[src/rtl/div_unit_allocator_pkg.sv]
// Shared types for the divider allocator: per-unit state encoding, unit index
// type and the default divider latency / unit count.
package div_unit_allocator_pkg;

  localparam int DIV_LATENCY      = 34;
  localparam int DIV_UNIT_NUM     = 2;
  localparam int DIV_UNIT_INDEX_W = (DIV_UNIT_NUM > 1) ? $clog2(DIV_UNIT_NUM) : 1;

  typedef logic [DIV_UNIT_INDEX_W-1:0] DivUnitIndexPath;

  typedef enum logic [1:0] {
    FREE     = 2'd0,
    RESERVED = 2'd1,
    BUSY     = 2'd2,
    DONE     = 2'd3
  } DivUnitState;

endpackage

[src/rtl/div_unit_allocator_if.sv]
// Issue/recovery/writeback-side bundle of the divider allocator.
//   master : issue lanes, register-read, writeback and recovery (drive requests)
//   slave  : the allocator (drives grants and unit status)
// Signals:
//   acq_req/acq_grant/acq_unit  per-lane acquire handshake, grant is same-cycle
//   cancel/cancel_unit          per-lane release of a unit
//   start/result_ack            per-unit launch and result consumption
//   flush_all                   recovery flush of everything
//   div_available/div_busy/div_done  unit status
interface div_unit_allocator_if
  import div_unit_allocator_pkg::*;
#(
  parameter int LANES = 2,
  parameter int UNITS = DIV_UNIT_NUM,
  parameter int IDX_W = DIV_UNIT_INDEX_W
);

  logic [LANES-1:0]            acq_req;
  logic [LANES-1:0]            acq_grant;
  logic [LANES-1:0][IDX_W-1:0] acq_unit;
  logic [LANES-1:0]            cancel;
  logic [LANES-1:0][IDX_W-1:0] cancel_unit;
  logic [UNITS-1:0]            start;
  logic [UNITS-1:0]            result_ack;
  logic                        flush_all;
  logic                        div_available;
  logic [UNITS-1:0]            div_busy;
  logic [UNITS-1:0]            div_done;

  modport master (
    output acq_req, cancel, cancel_unit, start, result_ack, flush_all,
    input  acq_grant, acq_unit, div_available, div_busy, div_done
  );

  modport slave (
    input  acq_req, cancel, cancel_unit, start, result_ack, flush_all,
    output acq_grant, acq_unit, div_available, div_busy, div_done
  );

endinterface

[src/rtl/div_unit_allocator_slot.sv]
// One divider unit's lifecycle: FREE -> RESERVED (grant) -> BUSY (start)
// -> DONE (latency elapsed) -> FREE (result_ack). flush or cancel returns
// any allocated unit to FREE and wins over every other event.
// Ports:
//   clk, rst_n      clock, synchronous active-low reset
//   flush           global flush, forces FREE
//   grant           allocator hands this unit to a lane
//   cancel_hit      some lane released this unit
//   start           launch the division (only honoured in RESERVED)
//   result_ack      result consumed (only honoured in DONE)
//   free, done      status outputs from the registered state
module div_unit_allocator_slot
  import div_unit_allocator_pkg::*;
#(
  parameter int LATENCY = 34
) (
  input  logic clk,
  input  logic rst_n,
  input  logic flush,
  input  logic grant,
  input  logic cancel_hit,
  input  logic start,
  input  logic result_ack,
  output logic free,
  output logic done
);

  localparam int             CNT_W = (LATENCY > 1) ? $clog2(LATENCY) : 1;
  localparam logic [CNT_W-1:0] LOAD = CNT_W'(LATENCY - 1);

  DivUnitState      state, state_nxt;
  logic [CNT_W-1:0] cnt, cnt_nxt;

  always_ff @(posedge clk) begin
    if (!rst_n) begin
      state <= FREE;
      cnt   <= '0;
    end else begin
      state <= state_nxt;
      cnt   <= cnt_nxt;
    end
  end

  // The counter is loaded with LATENCY-1 on the start edge and DONE is entered
  // on the edge after it reaches zero, so done rises LATENCY edges after start.
  always_comb begin
    state_nxt = state;
    cnt_nxt   = cnt;
    if (flush) begin
      state_nxt = FREE;
    end else if (cancel_hit && (state != FREE)) begin
      state_nxt = FREE;
    end else begin
      case (state)
        FREE:     if (grant) state_nxt = RESERVED;
        RESERVED: if (start) begin
                    state_nxt = BUSY;
                    cnt_nxt   = LOAD;
                  end
        BUSY:     if (cnt == '0) state_nxt = DONE;
                  else           cnt_nxt   = cnt - 1'b1;
        DONE:     if (result_ack) state_nxt = FREE;
        default:  state_nxt = FREE;
      endcase
    end
  end

  assign free = (state == FREE);
  assign done = (state == DONE);

endmodule

[src/rtl/div_unit_allocator.sv]
// Allocator/sequencer for the shared divider units behind the complex issue
// lanes. Grants FREE units to requesting lanes in the same cycle (lane 0
// first, each lane a distinct unit), releases units on cancel/flush, and
// reports unit status to the scheduler.
// Ports:
//   clk    clock
//   rst_n  synchronous active-low reset
//   bus    div_unit_allocator_if.slave (request/grant, cancel, start,
//          result_ack, flush_all, div_available, div_busy, div_done)
// Configuration macro:
//   RSD_DIV_ALLOC_ROUND_ROBIN_EN  defined: the unit search starts at a
//   rotation pointer that moves past the last unit granted.
//   undefined: the lowest-index FREE unit is always granted first.
module div_unit_allocator
  import div_unit_allocator_pkg::*;
#(
  parameter int LANES       = 2,
  parameter int UNITS       = DIV_UNIT_NUM,
  parameter int DIV_LATENCY = div_unit_allocator_pkg::DIV_LATENCY
) (
  input logic                 clk,
  input logic                 rst_n,
  div_unit_allocator_if.slave bus
);

  localparam int IDX_W = (UNITS > 1) ? $clog2(UNITS) : 1;

  logic [UNITS-1:0]            unit_free;
  logic [UNITS-1:0]            unit_done;
  logic [UNITS-1:0]            unit_grant;
  logic [UNITS-1:0]            unit_cancel;
  logic [LANES-1:0]            grant;
  logic [LANES-1:0][IDX_W-1:0] grant_unit;
  logic [IDX_W-1:0]            search_base;
  logic                        grant_ok;

`ifdef RSD_DIV_ALLOC_ROUND_ROBIN_EN
  logic [IDX_W-1:0] rr_ptr, rr_ptr_nxt;

  function automatic logic [IDX_W-1:0] wrap_inc(input logic [IDX_W-1:0] u);
    if (int'(u) >= UNITS - 1) return '0;
    return u + 1'b1;
  endfunction

  always_ff @(posedge clk) begin
    if (!rst_n) rr_ptr <= '0;
    else        rr_ptr <= rr_ptr_nxt;
  end

  // Lanes take units in search order, so the highest granted lane holds the
  // last unit handed out this cycle.
  always_comb begin
    rr_ptr_nxt = rr_ptr;
    for (int l = 0; l < LANES; l++) begin
      if (grant[l]) rr_ptr_nxt = wrap_inc(grant_unit[l]);
    end
  end

  assign search_base = rr_ptr;
`else
  assign search_base = '0;
`endif

  // Grants look only at the registered unit state, so a unit released this
  // cycle cannot be handed out again until the next one.
  assign grant_ok = rst_n && !bus.flush_all;

  always_comb begin : grant_search
    logic [UNITS-1:0] taken;
    logic             found;
    int               sum;
    logic [IDX_W-1:0] idx;
    taken      = '0;
    found      = 1'b0;
    sum        = 0;
    idx        = '0;
    grant      = '0;
    grant_unit = '0;
    for (int l = 0; l < LANES; l++) begin
      found = 1'b0;
      if (bus.acq_req[l] && grant_ok) begin
        for (int k = 0; k < UNITS; k++) begin
          sum = int'(search_base) + k;
          if (sum >= UNITS) sum = sum - UNITS;
          idx = IDX_W'(sum);
          if (!found && unit_free[idx] && !taken[idx]) begin
            found         = 1'b1;
            taken[idx]    = 1'b1;
            grant[l]      = 1'b1;
            grant_unit[l] = idx;
          end
        end
      end
    end
  end

  // Several lanes naming the same unit collapse into a single release.
  always_comb begin
    unit_grant  = '0;
    unit_cancel = '0;
    for (int l = 0; l < LANES; l++) begin
      if (grant[l])      unit_grant[grant_unit[l]]       = 1'b1;
      if (bus.cancel[l]) unit_cancel[bus.cancel_unit[l]] = 1'b1;
    end
  end

  for (genvar u = 0; u < UNITS; u++) begin : g_unit
    div_unit_allocator_slot #(
      .LATENCY    (DIV_LATENCY)
    ) u_slot (
      .clk        (clk),
      .rst_n      (rst_n),
      .flush      (bus.flush_all),
      .grant      (unit_grant[u]),
      .cancel_hit (unit_cancel[u]),
      .start      (bus.start[u]),
      .result_ack (bus.result_ack[u]),
      .free       (unit_free[u]),
      .done       (unit_done[u])
    );
  end

  assign bus.acq_grant     = grant;
  assign bus.acq_unit      = grant_unit;
  assign bus.div_available = |unit_free;
  assign bus.div_busy      = ~unit_free;
  assign bus.div_done      = unit_done;

endmodule

[src/flat_wrapper.sv]
// flat-port wrapper written by rule: the top's interface ports become plain ports
module div_unit_allocator_flat import div_unit_allocator_pkg::*;
#(
  parameter int LANES       = 2,
  parameter int UNITS       = DIV_UNIT_NUM,
  parameter int DIV_LATENCY = div_unit_allocator_pkg::DIV_LATENCY
)
  (clk, rst_n, bus_acq_req, bus_cancel, bus_cancel_unit, bus_start, bus_result_ack, bus_flush_all, bus_acq_grant, bus_acq_unit, bus_div_available, bus_div_busy, bus_div_done);
  div_unit_allocator_if #(.LANES(LANES), .UNITS(UNITS), .IDX_W((1))) bus_i ();
  input logic clk;
  input logic rst_n;
  input wire logic [$bits(bus_i.acq_req)-1:0] bus_acq_req;
  input wire logic [$bits(bus_i.cancel)-1:0] bus_cancel;
  input wire logic [$bits(bus_i.cancel_unit)-1:0] bus_cancel_unit;
  input wire logic [$bits(bus_i.start)-1:0] bus_start;
  input wire logic [$bits(bus_i.result_ack)-1:0] bus_result_ack;
  input wire logic [$bits(bus_i.flush_all)-1:0] bus_flush_all;
  output wire logic [$bits(bus_i.acq_grant)-1:0] bus_acq_grant;
  output wire logic [$bits(bus_i.acq_unit)-1:0] bus_acq_unit;
  output wire logic [$bits(bus_i.div_available)-1:0] bus_div_available;
  output wire logic [$bits(bus_i.div_busy)-1:0] bus_div_busy;
  output wire logic [$bits(bus_i.div_done)-1:0] bus_div_done;
  assign bus_i.acq_req = bus_acq_req;
  assign bus_i.cancel = bus_cancel;
  assign bus_i.cancel_unit = bus_cancel_unit;
  assign bus_i.start = bus_start;
  assign bus_i.result_ack = bus_result_ack;
  assign bus_i.flush_all = bus_flush_all;
  assign bus_acq_grant = bus_i.acq_grant;
  assign bus_acq_unit = bus_i.acq_unit;
  assign bus_div_available = bus_i.div_available;
  assign bus_div_busy = bus_i.div_busy;
  assign bus_div_done = bus_i.div_done;
  div_unit_allocator #(.LANES(LANES), .UNITS(UNITS), .DIV_LATENCY(DIV_LATENCY)) u_core (.clk(clk), .rst_n(rst_n), .bus(bus_i));
endmodule
[config.mk]
export PLATFORM = sky130hd
export DESIGN_NAME = div_unit_allocator_flat
export DESIGN_NICKNAME = d
export VERILOG_FILES = /design/src/rtl/div_unit_allocator_pkg.sv /design/src/rtl/div_unit_allocator_if.sv /design/src/rtl/div_unit_allocator_slot.sv /design/src/rtl/div_unit_allocator.sv /design/src/flat_wrapper.sv
export SDC_FILE = /design/constraint.sdc
export NUM_CORES = 1
export LEC_CHECK = 0
export CAP_MARGIN = 20
export CORE_AREA = 2 2 57 59
export DETAILED_ROUTE_END_ITERATION = 7
export DIE_AREA = 0 0 59 61
export DONT_BUFFER_PORTS = 1
export PLACE_DENSITY_LB_ADDON = 0.15
export SLEW_MARGIN = 20
export SYNTH_ARGS = -nofsm -noshare
export SYNTH_HDL_FRONTEND = slang
export SYNTH_SLANG_ARGS = --single-unit
[constraint.sdc]
create_clock -name clk -period 2.2 [get_ports clk]
set_input_delay 0.44 -clock clk [delete_from_list [all_inputs] [get_ports clk]]
set_output_delay 0.44 -clock clk [all_outputs]
set_load 0.01 [all_outputs]
Word-level counts from Yosys, hierarchy flattened. Cells that the tools add are included.

Add/sub/neg operators: 2. $lt $le $gt $ge: 15. Equal/unequal tests: 16. Multiplexer cells: 73. Bitwise logic cells: 9. Reduce and logical (&&, ||, !) cells: 40.

Operator list (count): $mux 1 (40); $mux 2 (18); $mux 6 (4); $pmux 6 s2 (2); $logic_and 1x1->1 (18); $lt 1x2->1 const B (8); $ne 2x2->1 const B (8); $pmux 2 s4 (2); $logic_not 6->1 (2); $sub 6x1->6 const B (2); $reduce_and 5->1 (2); $eq 2x2->1 const B (4); $or 2x2->2 (4); $reduce_and 4->1 (2); $reduce_bool 2->1 (4); $demux 1 s1 (7); $ge 1x1->1 const B (7); $logic_not 1->1 (7); $reduce_or 3->1 (2); $eq 2x1->1 const B (2); $logic_not 2->1 (2); $ne 2x1->1 const B (2); $not 1->1 (4); $not 2->2 (1); $reduce_or 2->1 (1).

Register bits after elaboration: 16. Bits of input ports: 13. Output and inout bits: 9. Word-level logic and storage cells: 159.

Longest topological paths before layout. Gate-level depths: netlist (run 1).

Word-level depth: 36. Depth in mapped cells: 7.

Hierarchy. From an unflattened synthesis (run 1), not the netlist that was laid out.

Cell total of the unflattened synthesis: 156. Area, all modules: 1233.7 µm².

Modules (own cells, without submodules): div_unit_allocator_slot (instances 2, cells each 67, area each 559.3 µm²); div_unit_allocator (instances 1, cells each 22, area each 115.1 µm²).

Worst setup path after synthesis (run 1). No wires, ideal clock.

Path kind: register -> register. Start: register u_core.g_unit[0].u_slot.state[0]. End: register u_core.g_unit[1].u_slot.state[0]. Arrival time: 1681 ps. Data required time: 2085 ps. Slack: 403 ps. Cell stages (with the launch flop): 8. Buffers on the path: 1. Period minus slack after synthesis: 1797 ps. Cells stage by stage: dfxtp_1 > inv_1 > ha_1 > buf_6 > and4bb_1 > a311oi_2 > or4_1 > and3_1.

Cells in the longest elaborated chain, start to end: 32.

Ends and longest elaborated chain: from (decl) (RTL line div_unit_allocator_slot.sv:31) `DivUnitState state, state_nxt;`; from (signal assigned) (RTL line div_unit_allocator_slot.sv:39) `state <= state_nxt;`; $logic_not 2->1 (*) (RTL line div_unit_allocator_slot.sv:68) `assign free = (state == FREE);`; $mux 1 (implied by the code) (2 in a row) (RTL line div_unit_allocator.sv:86) `if (!found && unit_free[idx] && !taken[idx]) begin`; $logic_and 1x1->1 (RTL line div_unit_allocator.sv:86); $mux 2 (RTL line div_unit_allocator.sv:86); $mux 2 (RTL line div_unit_allocator.sv:81) `if (bus.acq_req[l] && grant_ok) begin`; $mux 1 (implied by the code) (2 in a row) (RTL line div_unit_allocator.sv:86); $logic_not 1->1 (RTL line div_unit_allocator.sv:86); $logic_and 1x1->1 (RTL line div_unit_allocator.sv:86); (+14 left out); $lt 1x2->1 (implied by the code) / $ge 1x1->1 (equally long branches) (RTL line div_unit_allocator.sv:102) `if (grant[l]) unit_grant[grant_unit[l]] = 1'b1;`; $logic_and 1x1->1 (implied by the code) (RTL line div_unit_allocator.sv:102); $mux 1 (implied by the code) (RTL line div_unit_allocator.sv:102); $demux 1 s1; $or 2x2->2 (no line); $mux 2 (*) (RTL line div_unit_allocator.sv:102); $ne 2x1->1 (no line) (*); $reduce_and 4->1 (no line) (*); to (signal assigned) (RTL line div_unit_allocator_slot.sv:39); to (decl) (RTL line div_unit_allocator_slot.sv:31).

Every way passes the cells marked *; elsewhere a longest branch is shown, timed or not. The select of a mux whose other input is x is not followed. A chain may end at the register's enable or synchronous reset.

Final worst setup path (run 1).
Start: register u_core.g_unit[1].u_slot.state[0]. End: output port bus_acq_grant[1].

Cells in the longest elaborated chain, start to end: 24.

Ends and longest elaborated chain: $logic_not 2->1 (*) (RTL line div_unit_allocator_slot.sv:68); $mux 1 (implied by the code) (2 in a row) (RTL line div_unit_allocator.sv:86); $logic_and 1x1->1 (RTL line div_unit_allocator.sv:86); $mux 2 (RTL line div_unit_allocator.sv:86); $mux 2 (RTL line div_unit_allocator.sv:81); $mux 1 (implied by the code) (2 in a row) (RTL line div_unit_allocator.sv:86); $logic_not 1->1 (RTL line div_unit_allocator.sv:86); $logic_and 1x1->1 (RTL line div_unit_allocator.sv:86); (+5 left out); $logic_and 1x1->1 (RTL line div_unit_allocator.sv:86); $mux 2 (RTL line div_unit_allocator.sv:86); $mux 2 (RTL line div_unit_allocator.sv:81); $mux 1 (implied by the code) (2 in a row) (RTL line div_unit_allocator.sv:86); $logic_not 1->1 (RTL line div_unit_allocator.sv:86); $logic_and 1x1->1 (RTL line div_unit_allocator.sv:86); $mux 1 (*) (RTL line div_unit_allocator.sv:86); $mux 1 (*) (RTL line div_unit_allocator.sv:81); to (decl) (RTL line flat_wrapper.sv:18) `output wire logic [$bits(bus_i.acq_grant)-1:0] bus_acq_grant;`.

Marks and branches as above.

==> metrics.md, run 1 <==
| Metric | Value |
|---|---|
| Critical Path Sink Type | `output pin` |
| Worst r2r src | `u_core.g_unit[0].u_slot.cnt[0]$_SDFFE_PN0P_` |
| Layout Nets | `around 190` |
| Post-layout util | `0.471` |
| Total Wirelength | `2760 µm` |
| Unrepaired setup endpoints after global routing | `no` |
| Cell variety after synth | `54` |
| Area of the die | `between 3000 and 4000 µm²` |
| Antenna Nets Post-Route | `0` |
| Clock slew at reported path FFs | `0.11 ns` |
| Post-Syn Area | `between 1000 and 1500 µm²` |
| Hold_ws | `0.274 ns` |
| Worst Setup Start Kind | `flip-flop` |
| Max Clock Skew | `between 0.01 and 0.015 ns` |
| Vias per cell | `5.99` |
| Tightest Pin Transition | `approximately 0.54 ns` |
| Post-synth EDFFs | `0` |
| Chip width | `approximately 59 µm` |
| Max Slew Vio Count | `0` |
| Tcrit/Tclk final | `0.933` |
| Main flop type after synthesis | `dfxtp_1` |
| CP startpoint | `u_core.g_unit[1].u_slot.state[0]$_SDFFE_PP0P_` |
| Initial DRC Count | `29` |
| Clock buffer depth | `2` |
| First-pass GRT wire length | `around 4800 µm` |
| Syn nets | `186` |
| Area grow syn2layout | `3.64%` |
| Vias post-DR | `1144` |
| Yosys reg bits | `16` |
| Hold Path Class | `in2reg` |
| Synth Warn # | `0` |
| Wire length per cell | `14.4 µm` |
| Asr flop ratio synth | `0` |
| Sum Neg Setup Slack | `0 ns` |
| Router iterations before antenna repair | `4` |
| Peak supply drop | `315 µV` |
| GR Overflow Total | `0` |
| Slew Limit Headroom | `0.636` |
| Post-synth top area cell | `dfxtp_1` |
| CTS tree | `built` |
| Syn avg cell area | `8.38 µm²` |
| Pwr Density | `420 nW/µm²` |
| Final Cell Area | `1390 µm²` |
| LEAKAGE | `0.507 nW` |
| H-Tree Depth | `1` |
| GPL Wtd Cong | `between 0.8 and 0.9` |
| Vias in the first global route | `approximately 1100` |
| IO Pins | `22` |
| Final setup fails | `0` |
| Max FO, Critical Path | `7` |
| Pin count of the biggest net entering global routing | `21` |
| Post-synth top area share | `0.239` |
| PnR worst setup slack | `0.148 ns` |
| Cells resized by post-CTS repair | `1` |
| Antenna diode count | `0` |
| Run status | `finished, final reports clean` |
| Layout cells sized above 1 | `0.152` |
| Critical path arrival | `1.61 ns` |
| Port Buffers | `0` |
| DRC | `0` |
| TritonCTS Sinks | `16` |
| Row count | `20` |
| Post-DP HPWL | `2170 µm` |
| Critical Path RT | `approximately 1.8 ns` |
| F_max | `between 400 and 500 MHz` |
| Max Cap Viol | `0` |
| Post-synthesis sequential area ratio | `0.239` |
| Initial core utilization | `0.454` |
| Clk_lat worst skew | `about 0.29 ns` |
| Final Hold Viols | `0` |
| Leading post-synthesis cells by cell area | `dfxtp_1, ha_1, inv_1` |
| Hold Buf Count CTS | `0` |
| Setup Buffers After CTS | `0` |
| Core Footprint | `around 3000 µm²` |
| Minimum clock period | `2.05 ns` |
| Initial antenna violation count | `0` |
| Root Buffer | `clkbuf_4` |
| Die height | `61 µm` |
| WS Path Type | `reg2out` |
| DP Area | `1340 µm²` |
| HP Start | `rst_n` |
| Overall global routing resource usage | `0.173` |
| CTS Buf Count | `3` |
| Place WS | `0.297 ns` |
| Mapped Cells | `160` |
[placed cells by master, fill, tap and decap left out, drive strengths merged, types with 2 or more instances in the layout]
master / netlist / layout
nand3: 8 / 8
nor4b: 2 / 2
a31oi: 3 / 3
a32o: 2 / 2
and3: 3 / 3
nor3: 6 / 6
or3: 2 / 2
o41ai: 2 / 2
o31ai: 6 / 6
ha: 13 / 13
or2b: 3 / 3
nand2: 9 / 9
a21oi: 8 / 8
nor2b: 5 / 5
inv: 16 / 16
clkbuf: 1 / 4
mux2i: 3 / 3
nand2b: 5 / 5
dfxtp: 16 / 16
o211ai: 2 / 2
a41o: 2 / 2
o21ai: 3 / 3
nor2: 9 / 9
or4: 4 / 4
[Yosys cell counts, types with 2 or more instances]
cell type	n
nor2b_1	5
dfxtp_1	16
o31ai_1	5
o41ai_1	2
o21ai_0	2
or2b_2	3
or3_1	2
nand2b_1	5
nand2_1	9
inv_1	15
a31oi_1	3
mux2i_1	3
nor3_1	5
a41o_1	2
ha_1	13
and3_1	2
buf_6	2
o211ai_1	2
nand3_1	8
buf_4	3
a21oi_1	7
nor4b_1	2
a32o_1	2
nor2_1	9
or4_1	4
[per-stage QoR]
step	std cells	power, mW
finish	191	0.585
global route	191	0.619
CTS	191	0.592
detailed placement	187	0.387
global placement	187	0.384
floorplan	160	0.379
[layout make-up]
type | instances | area [µm²]
well taps | 33 | 41.3
repair buffers | 1 | 7.51
inverters | 16 | 60.1
flip-flops and latches | 16 | 320
fillers | 305 | 1560
clock buffers | 4 | 36.3
multi-input cells | 121 | 925
[where the power goes]
group          total [mW]  switching [mW]  leakage [nW]  internal [mW]
Clock               0.200          0.0994        0.0210          0.101
Sequential          0.298         0.00404         0.129          0.294
Combinational      0.0863          0.0486         0.357         0.0376
Total               0.585           0.152         0.507          0.432
[path summary, 6_finish.rpt]
path | to | slack [ns] | cells after the start
worst max-delay path | bus_acq_grant[1] | 0.15 | 5
worst min-delay path | u_core.g_unit[0].u_slot.cnt[5]$_SDFFE_PN0P_ | 0.27 | 1
worst max register to register | u_core.g_unit[0].u_slot.state[0]$_SDFFE_PP0P_ | 0.32 | 6
worst min register to register | u_core.g_unit[0].u_slot.cnt[5]$_SDFFE_PN0P_ | 0.47 | 2
[sequential cells by signal (all words and copies together) (netlist names)]
register / flops
u_core.g_unit.u_slot.cnt: 12
u_core.g_unit.u_slot.state: 4
[worst max-delay path, cell delays in order (launching register included)]
cell and delay (ns):
dfxtp_1 0.34, inv_1 0.12, ha_2 0.24, inv_2 0.10, maj3_1 0.37, nor2_2 0.14
[cell families after synthesis]
logic type | Yosys count | synth area share
and+or+nand+nor | 62 | 0.273
adders and majority gates | 14 | 0.129
AOI/OAI and AO/OA | 40 | 0.237
muxes | 4 | 0.0308
buffers and inverters | 23 | 0.0849
DFF | 16 | 0.239
xor gates and xnor gates | 1 | 0.00653
[layer usage]
metal / vias to the layer above / GRT usage / wire (µm)
li1: 587 / - / -
met1: 534 / 0.185 / 1200
met2: 21 / 0.330 / 1430
met3: 2 / 0.0448 / 102
met4: 0 / 0.0584 / 21
met5: - / 0 / 0
Power figures use the tool's default switching activity.
==> run 2, diff against run 1 <==
Settings changed: DONT_BUFFER_PORTS 1 to not set.
==> metrics.md, run 2 (same netlist as run 1, synthesis figures left out) <==
| Metric | Value |
|---|---|
| Run status | `finished, final reports clean` |
| Crit path to | `bus_acq_unit[1]` |
| Reg2Reg Setup Slack | `0.33 ns (about the same)` |
| Met2 Resource Use GR | `0.330 (unchanged)` |
| Hold Path Class | `reg2reg` |
| Worst Setup Start Kind | `flip-flop` |
| Layout Nets | `214 (+16%)` |
| Area grow syn2layout | `23.4%` |
| Vias per cell | `5.65 (-5.7%)` |
| Clock buffer depth | `2 (unchanged)` |
| F_max | `476 MHz (-2.3%)` |
| Worst reg2reg path depth | `7 (+1)` |
| Critical path arrival | `1.66 ns (+0.05 ns)` |
| Max Slew Vio Count | `0 (unchanged)` |
| Total Wirelength | `3030 µm (+10%)` |
| Antenna diode count | `0 (unchanged)` |
| Pwr Density | `383 nW/µm² (-9.0%)` |
| Row count | `20 (unchanged)` |
| Hold_ws | `0.476 ns (+0.202 ns)` |
| Final Power | `0.633 mW (+8.4%)` |
| Root Buffer | `clkbuf_4` |
| Wire length per cell | `13.8 µm (-4.5%)` |
| GPL Wtd Cong | `0.833 (+3.8%)` |
| Met3 usage | `0.0341 (-0.0107)` |
| DRC | `0 (unchanged)` |
| Initial core utilization | `0.454 (unchanged)` |
| Post-DP HPWL | `2430 µm (+12%)` |
| Largest Register | `u_core.g_unit.u_slot.cnt` |
| Top Registers | `u_core.g_unit.u_slot.cnt (12), u_core.g_unit.u_slot.state (4)` |
| Critical Path Sink Type | `output pin` |
| CTS tree | `built` |
| Largest register FFs | `12 (unchanged)` |
| Core Footprint | `2950 µm² (unchanged)` |
| Area of the die | `3600 µm² (unchanged)` |
| Unrepaired setup endpoints after global routing | `no` |
| Most frequent cells in the layout | `clkdlybuf4s50_1, inv_1, ha_1, dfxtp_1` |
| First-pass GRT wire length | `5000 µm (+4.3%)` |
| LEAKAGE | `0.659 nW (+30%)` |
| Peak supply drop | `253 µV (-20%)` |
| Final Hold Viols | `0 (unchanged)` |
| Top Usage Layer GRT | `met2` |
| Max Clock Skew | `0.00228 ns (-0.0105 ns)` |
| Tightest Pin Transition | `0.601 ns (+0.0599 ns)` |
| Max Cap Viol | `0 (unchanged)` |
| Met1 usage | `0.210 (+0.0253)` |
| WS Path Type | `reg2out` |
| Overall global routing resource usage | `0.181 (+0.00784)` |
| Chip width | `59 µm (unchanged)` |
| Setup Buffers After CTS | `0 (unchanged)` |
| CTS Buf Count | `3 (unchanged)` |
| GR Overflow Total | `0 (unchanged)` |
| CP startpoint | `u_core.g_unit[0].u_slot.state[0]$_SDFFE_PP0P_` |
| Clock slew at reported path FFs | `0.10 ns (about the same)` |
| Vias post-DR | `1243 (+8.7%)` |
| Initial DRC Count | `75 (+160%)` |
| Most common cell after layout, fill and taps aside | `clkdlybuf4s50_1` |
| Final setup fails | `0 (unchanged)` |
| Layout cells sized above 1 | `0.193 (+0.0406)` |
| H-Tree Depth | `1 (unchanged)` |
| Vias in the first global route | `1154 (+1.7%)` |
| Dpl cells | `216 (+16%)` |
| HP Start | `u_core.g_unit[0].u_slot.cnt[5]$_SDFFE_PN0P_` |
| Tcrit/Tclk final | `0.955 (+0.0224)` |
| Critical Path RT | `1.76 ns (about the same)` |
| Minimum clock period | `2.10 ns (+0.0494 ns)` |
| Die height | `61 µm (unchanged)` |
| Slew Limit Headroom | `0.596 (-0.0403)` |
| Initial antenna violation count | `0 (unchanged)` |
| RR Endpoint | `u_core.g_unit[1].u_slot.state[0]$_SDFFE_PP0P_` |
| Hold Buf Count CTS | `0 (unchanged)` |
| Max FO, Critical Path | `8 (+1)` |
| Antenna Nets Post-Route | `0 (unchanged)` |
| Router iterations before antenna repair | `4 (unchanged)` |
| Clk_lat worst skew | `0.29 ns (about the same)` |
| Port Buffers | `21 (+21)` |
| Pin count of the biggest net entering global routing | `20 (-4.8%)` |
| Filler Cells Inserted | `284 (-6.9%)` |
| Worst r2r src | `u_core.g_unit[0].u_slot.state[0]$_SDFFE_PP0P_` |
| TritonCTS Sinks | `16 (unchanged)` |
| Final std cells w/o fill | `220 (+15%)` |
| IO Pins | `22 (unchanged)` |
## run 2: cell types whose count changed in the layout (fill, tap and decap cells not counted), sizes merged
cell,before,now
clkdlybuf4s50,0,15
buf,1,9
dlygate4sd2,0,4
clkdlybuf4s15,0,1
dlymetal6s2s,0,1
## run 2: stage by stage
step	util	worst slack (ns)	area, µm²	TNS [ns]
after floorplan	-	0.403	1340	0
after global placement	0.544	-0.167	1610	-0.563
after detailed placement	0.544	-0.221	1610	-0.789
after CTS	0.558	0.00478	1650	0
after global routing	0.561	0.00591	1660	0
final	0.561	0.0987	1660	0
## run 2: cell type report
cell class | count | area (µm²) | share of cell area
clock buffers | 4 | 36.3 | 0.0219
inverters | 16 | 60.1 | 0.0363
multi-input cells | 121 | 917 | 0.554
flip-flops and latches | 16 | 325 | 0.197
well taps | 33 | 41.3 | 0.0249
repair buffers | 30 | 275 | 0.166
## run 2: power by group
part	internal (mW)	total, mW	switching [mW]
Combinational	0.0682	0.131	0.0630
Clock	0.101	0.204	0.103
Sequential	0.294	0.298	0.00410
## run 2: layer usage
metal / share of wire / vias to the layer above
met5: 0 / -
met3: 0.028 / 4
li1: - / 640
met2: 0.52 / 21
met1: 0.44 / 578
met4: 0.011 / 0
## run 2: critical path: stages, from the launching register on
cell and delay [ns]:
dfxtp_2 0.36, inv_1 0.06, ha_1 0.20, buf_4 0.17
xnor2_1 0.16, nand3_1 0.09, nor2_1 0.09, clkdlybuf4s15_1 0.23
## run 2: timing repair
item	in CTS	in global routing
endpoints found under the hold margin	0	0
endpoints found under the setup margin	6	3
resized for setup	10	5
## run 2: worst min-delay path by stage
stage | endpoint | slack, ns | depth (start not counted)
2_1_floorplan | u_core.g_unit[0].u_slot.cnt[5]$_SDFFE_PN0P_ | 0.44 | 2
3_3_place_gp | u_core.g_unit[0].u_slot.cnt[5]$_SDFFE_PN0P_ | 0.46 | 2
3_5_place_dp | u_core.g_unit[0].u_slot.cnt[5]$_SDFFE_PN0P_ | 0.46 | 2
4_1_cts | u_core.g_unit[0].u_slot.cnt[5]$_SDFFE_PN0P_ | 0.48 | 2
5_1_grt | u_core.g_unit[0].u_slot.cnt[5]$_SDFFE_PN0P_ | 0.53 | 2
6_report | u_core.g_unit[0].u_slot.cnt[5]$_SDFFE_PN0P_ | 0.48 | 2
